==> config.mk <==
export PLATFORM = sky130hd
export DESIGN_NAME = apb_conv_ctrl
export DESIGN_NICKNAME = d
export VERILOG_FILES = /design/src/rtl/apb_conv_pkg.sv /design/src/rtl/conv_mac_unit.sv /design/src/rtl/apb_conv_ctrl.sv
export SDC_FILE = /design/constraint.sdc
export NUM_CORES = 1
export LEC_CHECK = 0
export CORE_MARGIN = 2
export CORE_UTILIZATION = 50
export DETAILED_ROUTE_END_ITERATION = 6
export PLACE_DENSITY_LB_ADDON = 0.15
export RECOVER_POWER = 100
export SYNTH_ARGS = -nofsm -noshare
export SYNTH_HDL_FRONTEND = slang
export SYNTH_HIERARCHICAL = 1
export SYNTH_SLANG_ARGS = --single-unit
==> constraint.sdc <==
create_clock -name HCLK -period 13.66 [get_ports HCLK]
set_clock_uncertainty 0.2 [all_clocks]
set_input_delay 1.366 -clock HCLK [delete_from_list [all_inputs] [get_ports HCLK]]
set_output_delay 1.366 -clock HCLK [all_outputs]
set_load 0.01 [all_outputs]
==> src/rtl/apb_conv_pkg.sv <==
// ---------------------------------------------------------------------------
// apb_conv_pkg
// Shared constants and types for the APB 3x3 convolution peripheral:
//   - datapath widths (coefficient, pixel, tap count, accumulator)
//   - register byte offsets and the matching word indices (PADDR[7:2])
//   - APB phase-tracker state encoding
//   - helper to decide whether a word index falls inside a 9-entry bank
// ---------------------------------------------------------------------------
package apb_conv_pkg;

    localparam int COEF_W = 8;
    localparam int PIX_W  = 8;
    localparam int TAPS   = 9;
    localparam int ACC_W  = 32;

    // Byte offsets of the register map
    localparam logic [7:0] OFF_CTRL   = 8'h00;
    localparam logic [7:0] OFF_STATUS = 8'h04;
    localparam logic [7:0] OFF_SHIFT  = 8'h08;
    localparam logic [7:0] OFF_RESULT = 8'h0C;
    localparam logic [7:0] OFF_KERNEL = 8'h10;
    localparam logic [7:0] OFF_PIXEL  = 8'h40;

    // Word indices, which is what the decoder actually compares against
    localparam logic [5:0] IDX_CTRL   = OFF_CTRL[7:2];
    localparam logic [5:0] IDX_STATUS = OFF_STATUS[7:2];
    localparam logic [5:0] IDX_SHIFT  = OFF_SHIFT[7:2];
    localparam logic [5:0] IDX_RESULT = OFF_RESULT[7:2];
    localparam logic [5:0] IDX_KERNEL = OFF_KERNEL[7:2];
    localparam logic [5:0] IDX_PIXEL  = OFF_PIXEL[7:2];

    typedef enum logic [1:0] {
        S_IDLE   = 2'b00,
        S_SETUP  = 2'b01,
        S_ACCESS = 2'b10
    } apb_state_t;

    // True when idx addresses one of the TAPS words starting at base
    function automatic logic in_bank(input logic [5:0] idx, input logic [5:0] base);
        return (idx >= base) && (idx < base + 6'(TAPS));
    endfunction

endpackage

==> src/rtl/conv_mac_unit.sv <==
// ---------------------------------------------------------------------------
// conv_mac_unit
// Sequential signed multiply-accumulate over the 9 taps, one tap per cycle,
// followed by one finishing cycle that applies the arithmetic shift and the
// optional ReLU clamp and publishes RESULT.
// Ports:
//   clk, rst_n       clock, asynchronous active-low reset
//   start            one-cycle pulse: clear acc and begin a run
//   clear            one-cycle pulse: abort, drop BUSY/DONE, zero RESULT
//   relu_en          clamp negative shifted results to zero
//   shift            arithmetic right-shift amount applied to acc
//   kernel, pixel    tap values (signed coefficients, unsigned pixels)
//   busy, done       run status (done is sticky until start/clear)
//   result           last finished result, held while a new run is busy
// ---------------------------------------------------------------------------
module conv_mac_unit
    import apb_conv_pkg::*;
#(
    parameter int CW = COEF_W,
    parameter int PW = PIX_W,
    parameter int N  = TAPS
) (
    input  logic                   clk,
    input  logic                   rst_n,
    input  logic                   start,
    input  logic                   clear,
    input  logic                   relu_en,
    input  logic [4:0]             shift,
    input  logic [N-1:0][CW-1:0]   kernel,
    input  logic [N-1:0][PW-1:0]   pixel,
    output logic                   busy,
    output logic                   done,
    output logic [ACC_W-1:0]       result
);

    localparam int CNT_W  = $clog2(N + 1);
    localparam int PROD_W = CW + PW + 1;
    localparam logic [CNT_W-1:0] TAP_END = CNT_W'(N);

    logic [CNT_W-1:0]         tap_cnt;
    logic signed [ACC_W-1:0]  acc;
    logic [CW-1:0]            coef;
    logic [PW-1:0]            pix;
    logic signed [PROD_W-1:0] product;
    logic signed [ACC_W-1:0]  shifted;

    // Select the current tap and form its product. The pixel gets a zero
    // sign bit so the multiply is signed x non-negative. When tap_cnt has
    // run past the last tap the selectors fall back to zero, which keeps
    // the mux in range during the finishing cycle.
    always_comb begin
        coef = '0;
        pix  = '0;
        for (int k = 0; k < N; k++) begin
            if (tap_cnt == CNT_W'(k)) begin
                coef = kernel[k];
                pix  = pixel[k];
            end
        end
        product = $signed(coef) * $signed({1'b0, pix});
        shifted = acc >>> shift;
    end

    // Run control. Clear beats start; during a run, taps 0..N-1 are
    // accumulated on successive edges, and the edge after the last tap
    // publishes the shifted/clamped value and raises the sticky done flag.
    always_ff @(posedge clk or negedge rst_n) begin
        if (!rst_n) begin
            busy    <= 1'b0;
            done    <= 1'b0;
            result  <= '0;
            acc     <= '0;
            tap_cnt <= '0;
        end else if (clear) begin
            busy    <= 1'b0;
            done    <= 1'b0;
            result  <= '0;
            acc     <= '0;
            tap_cnt <= '0;
        end else if (start) begin
            busy    <= 1'b1;
            done    <= 1'b0;
            acc     <= '0;
            tap_cnt <= '0;
        end else if (busy) begin
            if (tap_cnt != TAP_END) begin
                acc     <= acc + {{(ACC_W-PROD_W){product[PROD_W-1]}}, product};
                tap_cnt <= tap_cnt + 1'b1;
            end else begin
                busy   <= 1'b0;
                done   <= 1'b1;
                result <= (relu_en && shifted[ACC_W-1]) ? '0 : shifted;
            end
        end
    end

endmodule

==> src/rtl/apb_conv_ctrl.sv <==
// ---------------------------------------------------------------------------
// apb_conv_ctrl
// APB3 slave holding a 3x3 kernel and a 3x3 pixel window; software loads
// the taps, writes START, polls STATUS and reads RESULT.
// Ports:
//   HCLK, HRESETn   clock, asynchronous active-low reset
//   PADDR           byte address, only PADDR[7:2] is decoded
//   PWDATA, PWRITE  write data and direction
//   PSEL, PENABLE   APB select and access-phase strobe
//   PRDATA          read data (zero outside a valid read access)
//   PREADY          PSEL & PENABLE, never any wait state
//   PSLVERR         error response during the access phase
// ---------------------------------------------------------------------------
module apb_conv_ctrl
    import apb_conv_pkg::*;
(
    input  logic        HCLK,
    input  logic        HRESETn,
    input  logic [31:0] PADDR,
    input  logic [31:0] PWDATA,
    input  logic        PWRITE,
    input  logic        PSEL,
    input  logic        PENABLE,
    output logic [31:0] PRDATA,
    output logic        PREADY,
    output logic        PSLVERR
);

    apb_state_t state, state_nxt;

    logic [5:0] widx, k_off, p_off;
    logic       is_ctrl, is_status, is_shift, is_result, is_kernel, is_pixel;
    logic       mapped, access_valid, tap_locked, slv_err, wr_en;
    logic       start_pulse, clear_pulse;
    logic [31:0] rd_value;

    logic [TAPS-1:0][COEF_W-1:0] kernel_q;
    logic [TAPS-1:0][PIX_W-1:0]  pixel_q;
    logic [4:0]                  shift_q;
    logic                        relu_en_q;
    logic                        busy, done;
    logic [ACC_W-1:0]            result;

    logic unused_bits;
    assign unused_bits = ^{PADDR[31:8], PADDR[1:0], PWDATA[31:8]};

    // APB phase tracker. Its only functional job is to tell a genuine
    // access phase (one that followed a SETUP cycle) from a stray PENABLE.
    always_comb begin
        state_nxt = state;
        case (state)
            S_IDLE:   if (PSEL && !PENABLE) state_nxt = S_SETUP;
            S_SETUP:  if (PENABLE) state_nxt = S_ACCESS;
                      else if (!PSEL) state_nxt = S_IDLE;
            S_ACCESS: state_nxt = (PSEL && !PENABLE) ? S_SETUP : S_IDLE;
            default:  state_nxt = S_IDLE;
        endcase
    end

    always_ff @(posedge HCLK or negedge HRESETn) begin
        if (!HRESETn) state <= S_IDLE;
        else          state <= state_nxt;
    end

    assign PREADY       = PSEL & PENABLE;
    assign access_valid = PSEL & PENABLE & (state == S_SETUP);

    // Address decode on word index
    assign widx      = PADDR[7:2];
    assign k_off     = widx - IDX_KERNEL;
    assign p_off     = widx - IDX_PIXEL;
    assign is_ctrl   = (widx == IDX_CTRL);
    assign is_status = (widx == IDX_STATUS);
    assign is_shift  = (widx == IDX_SHIFT);
    assign is_result = (widx == IDX_RESULT);
    assign is_kernel = in_bank(widx, IDX_KERNEL);
    assign is_pixel  = in_bank(widx, IDX_PIXEL);
    assign mapped    = is_ctrl | is_status | is_shift | is_result | is_kernel | is_pixel;

    // Operands of a running MAC are frozen, and a second START cannot be
    // stacked on a running one; such writes are rejected with an error.
    assign tap_locked  = busy & (is_kernel | is_pixel | is_shift | (is_ctrl & PWDATA[0]));
    assign slv_err     = ~mapped | (PWRITE & (is_status | is_result | tap_locked));
    assign PSLVERR     = access_valid & slv_err;
    assign wr_en       = access_valid & PWRITE & ~slv_err;
    assign clear_pulse = wr_en & is_ctrl & PWDATA[1];
    assign start_pulse = wr_en & is_ctrl & PWDATA[0] & ~PWDATA[1];

    // Read mux; bits beyond each field's width read as zero
    always_comb begin
        rd_value = '0;
        if (is_ctrl)        rd_value = {29'b0, relu_en_q, 2'b00};
        else if (is_status) rd_value = {30'b0, done, busy};
        else if (is_shift)  rd_value = {27'b0, shift_q};
        else if (is_result) rd_value = result;
        else begin
            for (int k = 0; k < TAPS; k++) begin
                if (is_kernel && k_off == 6'(k)) rd_value = 32'(kernel_q[k]);
                if (is_pixel  && p_off == 6'(k)) rd_value = 32'(pixel_q[k]);
            end
        end
    end

    assign PRDATA = (access_valid & ~PWRITE & ~slv_err) ? rd_value : '0;

    // Register file; START and CLEAR are not stored, only RELU_EN is held
    always_ff @(posedge HCLK or negedge HRESETn) begin
        if (!HRESETn) begin
            kernel_q  <= '0;
            pixel_q   <= '0;
            shift_q   <= '0;
            relu_en_q <= 1'b0;
        end else if (wr_en) begin
            if (is_ctrl)  relu_en_q <= PWDATA[2];
            if (is_shift) shift_q   <= PWDATA[4:0];
            for (int k = 0; k < TAPS; k++) begin
                if (is_kernel && k_off == 6'(k)) kernel_q[k] <= PWDATA[COEF_W-1:0];
                if (is_pixel  && p_off == 6'(k)) pixel_q[k]  <= PWDATA[PIX_W-1:0];
            end
        end
    end

    conv_mac_unit #(
        .CW (COEF_W),
        .PW (PIX_W),
        .N  (TAPS)
    ) u_mac (
        .clk     (HCLK),
        .rst_n   (HRESETn),
        .start   (start_pulse),
        .clear   (clear_pulse),
        .relu_en (relu_en_q),
        .shift   (shift_q),
        .kernel  (kernel_q),
        .pixel   (pixel_q),
        .busy    (busy),
        .done    (done),
        .result  (result)
    );

endmodule

After elaboration in Yosys (flattened, before gate mapping)

Index checks and enable logic that the tools add are counted.

Bits in registers: 222
Input bits: 69
Output and inout port bits: 34
Logic and storage cells: 222

Mux-type cells: 67
Multipliers: 1
Bitwise gates (word level): 29
Magnitude comparators: 4
Equal/unequal tests: 35
Reduce and logical (&&, ||, !) cells: 55
Shift operators: 1
$add $sub $neg: 4

Operator list:

| cell                 | count |
|---|---|
| $mux W32             | 31 |
| $mux W8              | 19 |
| $eq A6 B3 Y1 const B | 8 |
| $reduce_and A2 Y1    | 23 |
| $eq A6 B2 Y1 const B | 6 |
| $add A32 B32 Y32     | 1 |
| $sshr A32 B5 Y32     | 1 |
| $logic_and A1 B1 Y1  | 22 |
| $eq A6 B1 Y1 const B | 3 |
| $logic_not A6 Y1     | 3 |
| $mul A8 B9 Y17       | 1 |
| $eq A4 B3 Y1 const B | 4 |
| $mux W4              | 4 |
| $and A1 B1 Y1        | 14 |
| $eq A6 B4 Y1 const B | 2 |
| $or A1 B1 Y1         | 11 |
| $mux W1              | 9 |
| $eq A4 B2 Y1 const B | 2 |
| $ge A6 B3 Y1 const B | 1 |
| $ge A6 B5 Y1 const B | 1 |
| $lt A6 B4 Y1 const B | 1 |
| $lt A6 B5 Y1 const B | 1 |
| $mux W2              | 3 |
| $ne A3 B3 Y1 const B | 2 |
| other kinds (18)     | 23 |

Depth between registers and ports, before layout

Gate-level depths: netlist (run 1).

Word-level depth: 26
Depth in mapped cells: 43
Depth with buffers taken out: 41

Hierarchy

Netlist (run 1), hierarchy kept.

By module, submodules not included:

| module        | area each (um2) | cells an instance | times used | sequential area each (um2) |
|---|---|---|---|---|
| conv_mac_unit | 9,057.4         | 1,155             | 1          | 1,751.7 |
| apb_conv_ctrl | 8,177.8         | 689               | 1          | 3,803.6 |

Worst setup path before layout (run 1)

OpenSTA, ideal clock, no wires.

Path kind: register to register
Start point: register u_mac.tap_cnt[1]
End point: register u_mac.acc[28]
Library setup time: 83 ps
Cell stages (with the launch flop): 41
Arrival: 8,509 ps
Setup slack: 4,868 ps
Period minus slack after synthesis: 8,792 ps
Cells stage by stage: dfrtp_1 > inv_1 > ha_1 > and2_1 > buf_2 > buf_6 > a222oi_1 > nor3_1 > a221oi_1 > nand2_1 > o211ai_1 > a31oi_1 > a21oi_2 > nor2_1 > fa_1 > inv_1 > fa_1 > inv_1 > (+5 left out) > o21ai_0 > o21ai_0 > o211a_1 > a41o_1 > nor3_1 > o21bai_1 > xor2_1 > ha_1 > a2111oi_0 > o221ai_1 > nand2_1 > nor2_1 > a21oi_1 > a31oi_1 > a211oi_1 > a21oi_1 > xnor2_1 > o21ai_0

Longest elaborated chain between the ends: 16
Elaborated cells on any way between the ends: 36
Classes of those cells: 1 x add/sub; 1 x mul; 9 x eq/ne; 22 x mux; 3 x reduce/logical

Ends and longest elaborated chain:

| what                   | line                | source |
|---|---|---|
| from (decl)            | conv_mac_unit.sv:40 | `logic [CNT_W-1:0] tap_cnt;` |
| from (signal assigned) | conv_mac_unit.sv:88 | `tap_cnt <= tap_cnt + 1'b1;` |
| $logic_not A4 Y1       | conv_mac_unit.sv:55 | `if (tap_cnt == CNT_W'(k)) begin` |
| $mux W8 (9 in series)  | conv_mac_unit.sv:55 |  |
| $mul A8 B9 Y17         | conv_mac_unit.sv:60 | `product = $signed(coef) * $signed({1'b0, pix});` |
| $add A32 B32 Y32       | conv_mac_unit.sv:87 | `acc <= acc + {{(ACC_W-PROD_W){product[PROD_W-1]}}, product};` |
| $mux W32               | conv_mac_unit.sv:86 | `if (tap_cnt != TAP_END) begin` |
| $mux W32               | conv_mac_unit.sv:85 | `end else if (busy) begin` |
| $mux W32               | conv_mac_unit.sv:80 | `end else if (start) begin` |
| $mux W32               | conv_mac_unit.sv:74 | `end else if (clear) begin` |
| to (signal assigned)   | conv_mac_unit.sv:87 |  |
| to (decl)              | conv_mac_unit.sv:41 | `logic signed [ACC_W-1:0] acc;` |

Several ways; a longest one is shown, not always the timed one. The select of a mux whose other input is x is not followed.
A chain may end at the register's enable or synchronous reset.

Final worst setup path (run 1)

Start point: register u_mac.tap_cnt[2]
End point: register u_mac.acc[28]

Same word-level chain as after synthesis.

==> results_dict.tcl, run 1 <==
set metrics [dict create \
    max_freq_mhz 87.5 \
    cts_made_buffers 26 \
    fillers 3100 \
    num_vias 14441 \
    reg2reg_slack_ns 2.23 \
    place_congestion 0.936 \
    postSynthCellCount 1844 \
    die_area_mm2 0.0360 \
    ctsLongestPathBuffers 3 \
    initial_core_util_pct 51.1 \
    drtIter0Drc 1418 \
    hold_path_depth 1 \
    worstSetupStartpointType "flip-flop" \
    portBuffers 52 \
    syn2layout_area_growth_pct 7.72 \
    synth.avg_cell_area_um2 9.35 \
    holdPathEnd "state[0]$_DFFE_PN0P_" \
    pre_cts_ws_ns 3.40 \
    r2r-start "u_mac/tap_cnt[2]$_DFFE_PN0P_" \
    cts_resized 0 \
    tightest_slew_ns 4.24 \
    io_pins 103 \
    cts_tree "done" \
    hold_viol_final 0 \
    ys_ff_latch 222 \
    grt_pass1_vias 14332 \
    synth_area_leaders "dfrtp_1, mux2_2, ha_1, fa_1, nand2_1" \
    yosys-top-cells-count "dfrtp_1, nand2_1, mux2_2, nor2_1, a21oi_1" \
    grt_overflow 0 \
    clkTransAtPathRegs_ns 0.06 \
    p_sw_share_pct 36.2 \
    clock_sinks 222 \
    rsz0062_at_grt "false" \
    leakagePower_nw 8.61 \
    grt_util_all_layers_pct 28.2 \
    path_max_fanout 19 \
    drv_slew 355 \
    postCtsHoldBufs 0 \
    ys.flop_type "dfrtp_1" \
    synth.distinct_cells 92 \
    netSwitchingPower_mw 0.807 \
    clk-insertion-delay-late_ns 0.56 \
    cpPeakStageDelay_ns 1.22 \
    p_clk_share_pct 30.5 \
    post-route-period-util_pct 83.7 \
    worstPathRequired_ns 13.92 \
    drt-pass1-iter-count 7 \
    relSlewSlack_pct -183 \
    r2r-end "u_mac/acc[28]$_DFFE_PN0P_" \
    drc 10 \
    path_class "flip-flop to flip-flop" \
    finalNonFillerCells 2286 \
    slowest_stage "nor2_1" \
    synthArstFlopShare_pct 100 \
    fin_ws_ns 2.23 \
    hp-class "flip-flop to flip-flop" \
    max-cap-violations 9 \
    finalPower_mw 2.23 \
    yosysMostFrequentCell "dfrtp_1" \
    grt_pass1_wl_mm 80.5 \
    die_h_um 190 \
    final.min_clock_period_ns 11.43 \
    numPlacedInstances 2241 \
    routed_via_density 6.32 \
    synth_edf_count 0 \
    cts_root_buf "clkbuf_16" \
    combPwrFrac_pct 37.4 \
    critPathCaptureType "flip-flop" \
    syn_nets 2030 \
    antenna_found_initial 0 \
    max-vdd-ir-drop_uv 147 \
    yosysWarnings 6 \
    register_area_mm2 0.00556 \
    power_density_mw_per_mm2 120 \
    wl_per_cell_um 22.1 \
    synth_top_cell_by_area "dfrtp_1" \
    syn_area_mm2 0.0172 \
    wirelength_mm 50.5 \
    setup_violations 0 \
    outcome "finished, violations left" \
    antenna_left 0 \
    fin_tns_setup_ns 0 \
    cp_common_cell "fa_1" \
    violations "DRC, capacitance limit, slew limit" \
    cp.arrival_ns 11.68 \
    hold_start "state[1]$_DFFE_PN0P_" \
    synth_top_area_share_pct 32.2 \
    grt_max_degree 80 \
    fin_nets 2007 \
    htree_levels 1 \
    drive_gt1_share_pct 15.5 \
    core_mm2 0.0337 \
    antenna-diode-count 0 \
    reg2reg_depth 37 \
    p_int_mw 1.42 \
    die_w_um 190 \
    multi_input_area_mm2 0.0106 \
    hpwlAfterDp_mm 36.0 \
    yosysSeqAreaShare_pct 32.2 \
    fp-row-count 67 \
    p_seq_share_pct 32.1 \
    cts_setup_buffers 0 \
]
[area by class of cell]
class | instances | area share [%]
Multi-Input combinational cell | 1407 | 57.2
Sequential cell | 222 | 29.9
Clock buffer | 39 | 4.25
Timing Repair Buffer | 78 | 3.67
Tap cell | 448 | 3.02
Inverter | 86 | 1.74
Clock inverter | 6 | 0.249
[per-stage QoR]
step | hold slack (ns) | util (%) | cell area, µm²
2_1_floorplan | 0.225 | - | 17200
3_3_place_gp | 0.235 | 53.4 | 18000
3_5_place_dp | 0.249 | 53.4 | 18000
4_1_cts | 0.229 | 55.9 | 18800
5_1_grt | 0.266 | 55.1 | 18600
6_report | 0.229 | 55.1 | 18600
[power groups by stage]
stage	sequential (mW)	combinational (mW)	clock (mW)
6_report	0.715	0.834	0.678
3_5_place_dp	0.727	0.830	0
4_1_cts	0.715	0.836	0.691
2_1_floorplan	0.715	0.642	0
3_3_place_gp	0.726	0.823	0
5_1_grt	0.718	0.936	0.719
[how the worst max path moves through the flow]
stage,depth (start not counted),slack (ns),to,from
2_1_floorplan,40,4.87,u_mac/acc[28]$_DFFE_PN0P_,u_mac/tap_cnt[1]$_DFFE_PN0P_
3_3_place_gp,37,3.41,u_mac/acc[28]$_DFFE_PN0P_,u_mac/tap_cnt[2]$_DFFE_PN0P_
3_5_place_dp,37,3.40,u_mac/acc[28]$_DFFE_PN0P_,u_mac/tap_cnt[2]$_DFFE_PN0P_
4_1_cts,37,3.33,u_mac/acc[28]$_DFFE_PN0P_,u_mac/tap_cnt[2]$_DFFE_PN0P_
5_1_grt,37,1.52,u_mac/acc[28]$_DFFE_PN0P_,u_mac/tap_cnt[2]$_DFFE_PN0P_
6_report,37,2.23,u_mac/acc[28]$_DFFE_PN0P_,u_mac/tap_cnt[2]$_DFFE_PN0P_
[flip-flops by register name, indices dropped and copies added, names as in the netlist]
| name | flops |
|---|---|
| kernel_q | 72 |
| u_mac/result | 32 |
| relu_en_q | 1 |
| pixel_q | 72 |
| state | 2 |
| u_mac/done | 1 |
| shift_q | 5 |
| u_mac/tap_cnt | 4 |
| u_mac/acc | 32 |
| u_mac/busy | 1 |
[cell usage in the layout, fill, tap and decap left out, drive strengths merged, types with 43 or more instances in the layout]
master	synthesis	layout
nand2	165	165
nor2	144	144
o21ai	87	87
and2	43	43
mux2	167	167
inv	85	85
clkbuf	73	45
mux2i	56	56
a21oi	119	119
dfrtp	222	222
ha	79	79
nand3	57	57
[per-layer routing]
metal | global-route usage [%] | vias to the layer above | wire [µm]
met3 | 3.14 | 133 | 2760
met4 | 10.6 | 0 | 2140
li1 | - | 6658 | -
met2 | 47.7 | 513 | 24300
met1 | 37.4 | 7137 | 21300
met5 | 0 | - | 0
[cells by family (layout without fill, tap and decap cells)]
kind of cell	after synthesis	after routing	share of synthesized area, %
buffers and inverters	215	209	5.20
AND/OR/NAND/NOR	567	567	17.2
adder cells (fa/ha/maj)	117	117	10.1
flip-flops	222	222	32.2
XOR/XNOR	41	41	2.08
AO/OA/AOI/OAI	450	450	17.8
multiplexers	232	232	15.3
[critical path: cells and delay by family, from the launching register on]
kind                       cells  cell delay [ns]
AOI/OAI and AO/OA             16             4.18
and+or+nand+nor                8             2.83
adders and majority gates      6             2.58
buffers and inverters          5             0.78
DFF                            1             0.46
xor gates and xnor gates       2             0.28
Power figures use the tool's default switching activity.
==> inputs of run 2 (changes only) <==
Clock period 13.66 ns to 11 ns, I/O delays scaled along.
==> results_dict.tcl, run 2 (synthesized netlist as in run 1, its figures left out) <==
set metrics [dict create \
    rsz0062_at_grt "false" \
    num_vias 14572 \
    finalPower_mw 2.76 \
    die_area_mm2 0.0360 \
    antenna_found_initial 0 \
    grt_overflow 0 \
    fin_ws_ns 0.790 \
    wl_per_cell_um 22.3 \
    post-route-period-util_pct 92.8 \
    r2r-start "u_mac/tap_cnt[1]$_DFFE_PN0P_" \
    max-vdd-ir-drop_uv 149 \
    cpPeakStageDelay_ns 0.84 \
    most-common-layout-cells "dfrtp_1, nand2_1, mux2_2" \
    cp.arrival_ns 10.47 \
    place_congestion 0.927 \
    violations "DRC, capacitance limit, slew limit" \
    tightest_slew_ns 4.44 \
    path_max_fanout 16 \
    hold_start "state[1]$_DFFE_PN0P_" \
    htree_levels 1 \
    worstSetupStartpointType "flip-flop" \
    routed_via_density 6.35 \
    grt_pass1_vias 14588 \
    relSlewSlack_pct -196 \
    holdPathEnd "state[0]$_DFFE_PN0P_" \
    critPathCaptureType "flip-flop" \
    die_h_um 190 \
    max_freq_mhz 97.9 \
    grt_pass1_wl_mm 82.1 \
    initial_core_util_pct 51.1 \
    pre_cts_ws_ns 1.02 \
    drv_slew 355 \
    drtIter0Drc 1290 \
    hold_path_depth 1 \
    wirelength_mm 51.3 \
    drive_gt1_share_pct 15.9 \
    core_mm2 0.0337 \
    drt-pass1-iter-count 7 \
    reg2reg_slack_ns 0.79 \
    hpwlAfterDp_mm 36.4 \
    path_class "flip-flop to flip-flop" \
    clk-insertion-delay-late_ns 0.57 \
    max-cap-violations 6 \
    grt_max_degree 80 \
    cts_root_buf "clkbuf_16" \
    clock_sinks 222 \
    reg_top3 "kernel_q x72, pixel_q x72" \
    final_common_cell "dfrtp_1" \
    antenna-diode-count 0 \
    fin_tns_setup_ns 0 \
    final.min_clock_period_ns 10.21 \
    cts_made_buffers 26 \
    fp-row-count 67 \
    reg2reg_depth 38 \
    fin_nets 2017 \
    worstPathRequired_ns 11.26 \
    r2r-end "u_mac/acc[28]$_DFFE_PN0P_" \
    post-route-util_pct 55.3 \
    ctsLongestPathBuffers 3 \
    die_w_um 190 \
    drc 20 \
    antenna_left 0 \
    cts_setup_buffers 0 \
    hold_viol_final 0 \
    postCtsHoldBufs 0 \
    setup_violations 0 \
    hp-class "flip-flop to flip-flop" \
    clkTransAtPathRegs_ns 0.06 \
    cts_resized 0 \
    io_pins 103 \
    power_density_mw_per_mm2 148 \
    portBuffers 52 \
    grt_util_all_layers_pct 28.8 \
    leakagePower_nw 8.66 \
    slowest_stage "nor4b_4" \
    outcome "finished, violations left" \
    syn2layout_area_growth_pct 8.06 \
    cts_tree "done" \
]
run 2: through the flow:
step                instance area [µm²]  hold WS (ns)  std cells
finish                            18600         0.261       2295
global route                      18600         0.277       2295
detailed placement                18100         0.254       2251
floorplan                         17200         0.225       1844
CTS                               18900         0.261       2295
global placement                  18100         0.240       2251
run 2: area by class of cell:
type,count,area (µm²)
multi-input combinational,1407,10600
sequential,222,5560
clock inverter,9,58.8
tap,448,561
clock buffer,35,744
fill,3108,15100
inverter,86,323
timing repair buffer,88,752
run 2: worst max-delay path by stage:
stage                                      start                        end  slack [ns]  depth (start not counted)
finish              u_mac/tap_cnt[1]$_DFFE_PN0P_  u_mac/acc[28]$_DFFE_PN0P_        0.79                         38
floorplan           u_mac/tap_cnt[1]$_DFFE_PN0P_  u_mac/acc[28]$_DFFE_PN0P_        2.21                         40
detailed placement  u_mac/tap_cnt[0]$_DFFE_PN0P_  u_mac/acc[28]$_DFFE_PN0P_        1.02                         37
CTS                 u_mac/tap_cnt[0]$_DFFE_PN0P_  u_mac/acc[28]$_DFFE_PN0P_        0.99                         37
global placement    u_mac/tap_cnt[0]$_DFFE_PN0P_  u_mac/acc[30]$_DFFE_PN0P_        1.06                         37
global route        u_mac/tap_cnt[1]$_DFFE_PN0P_  u_mac/acc[28]$_DFFE_PN0P_         0.1                         39
run 2: report_power, final:
part           total, mW  switching (mW)  internal (mW)
Sequential         0.889          0.0418          0.847
Combinational       1.05           0.619          0.430
Clock              0.824           0.353          0.471
run 2: critical path: cells and delay by family, from the launching register on:
| kind | cells | cell delay [ns] |
|---|---|---|
| AOI/OAI and AO/OA | 17 | 3.85 |
| adders and majority gates | 7 | 2.87 |
| and+or+nand+nor | 7 | 1.97 |
| buffers and inverters | 5 | 0.48 |
| DFF | 1 | 0.40 |
| xor gates and xnor gates | 2 | 0.33 |
run 2: layer usage:
metal	GRT usage (%)	part of all wire, %	routed length [µm]
met5	0	0	0
met4	11.1	4.1	2090
met3	3.10	5.5	2830
met2	49.3	48	24800
met1	37.8	42	21600
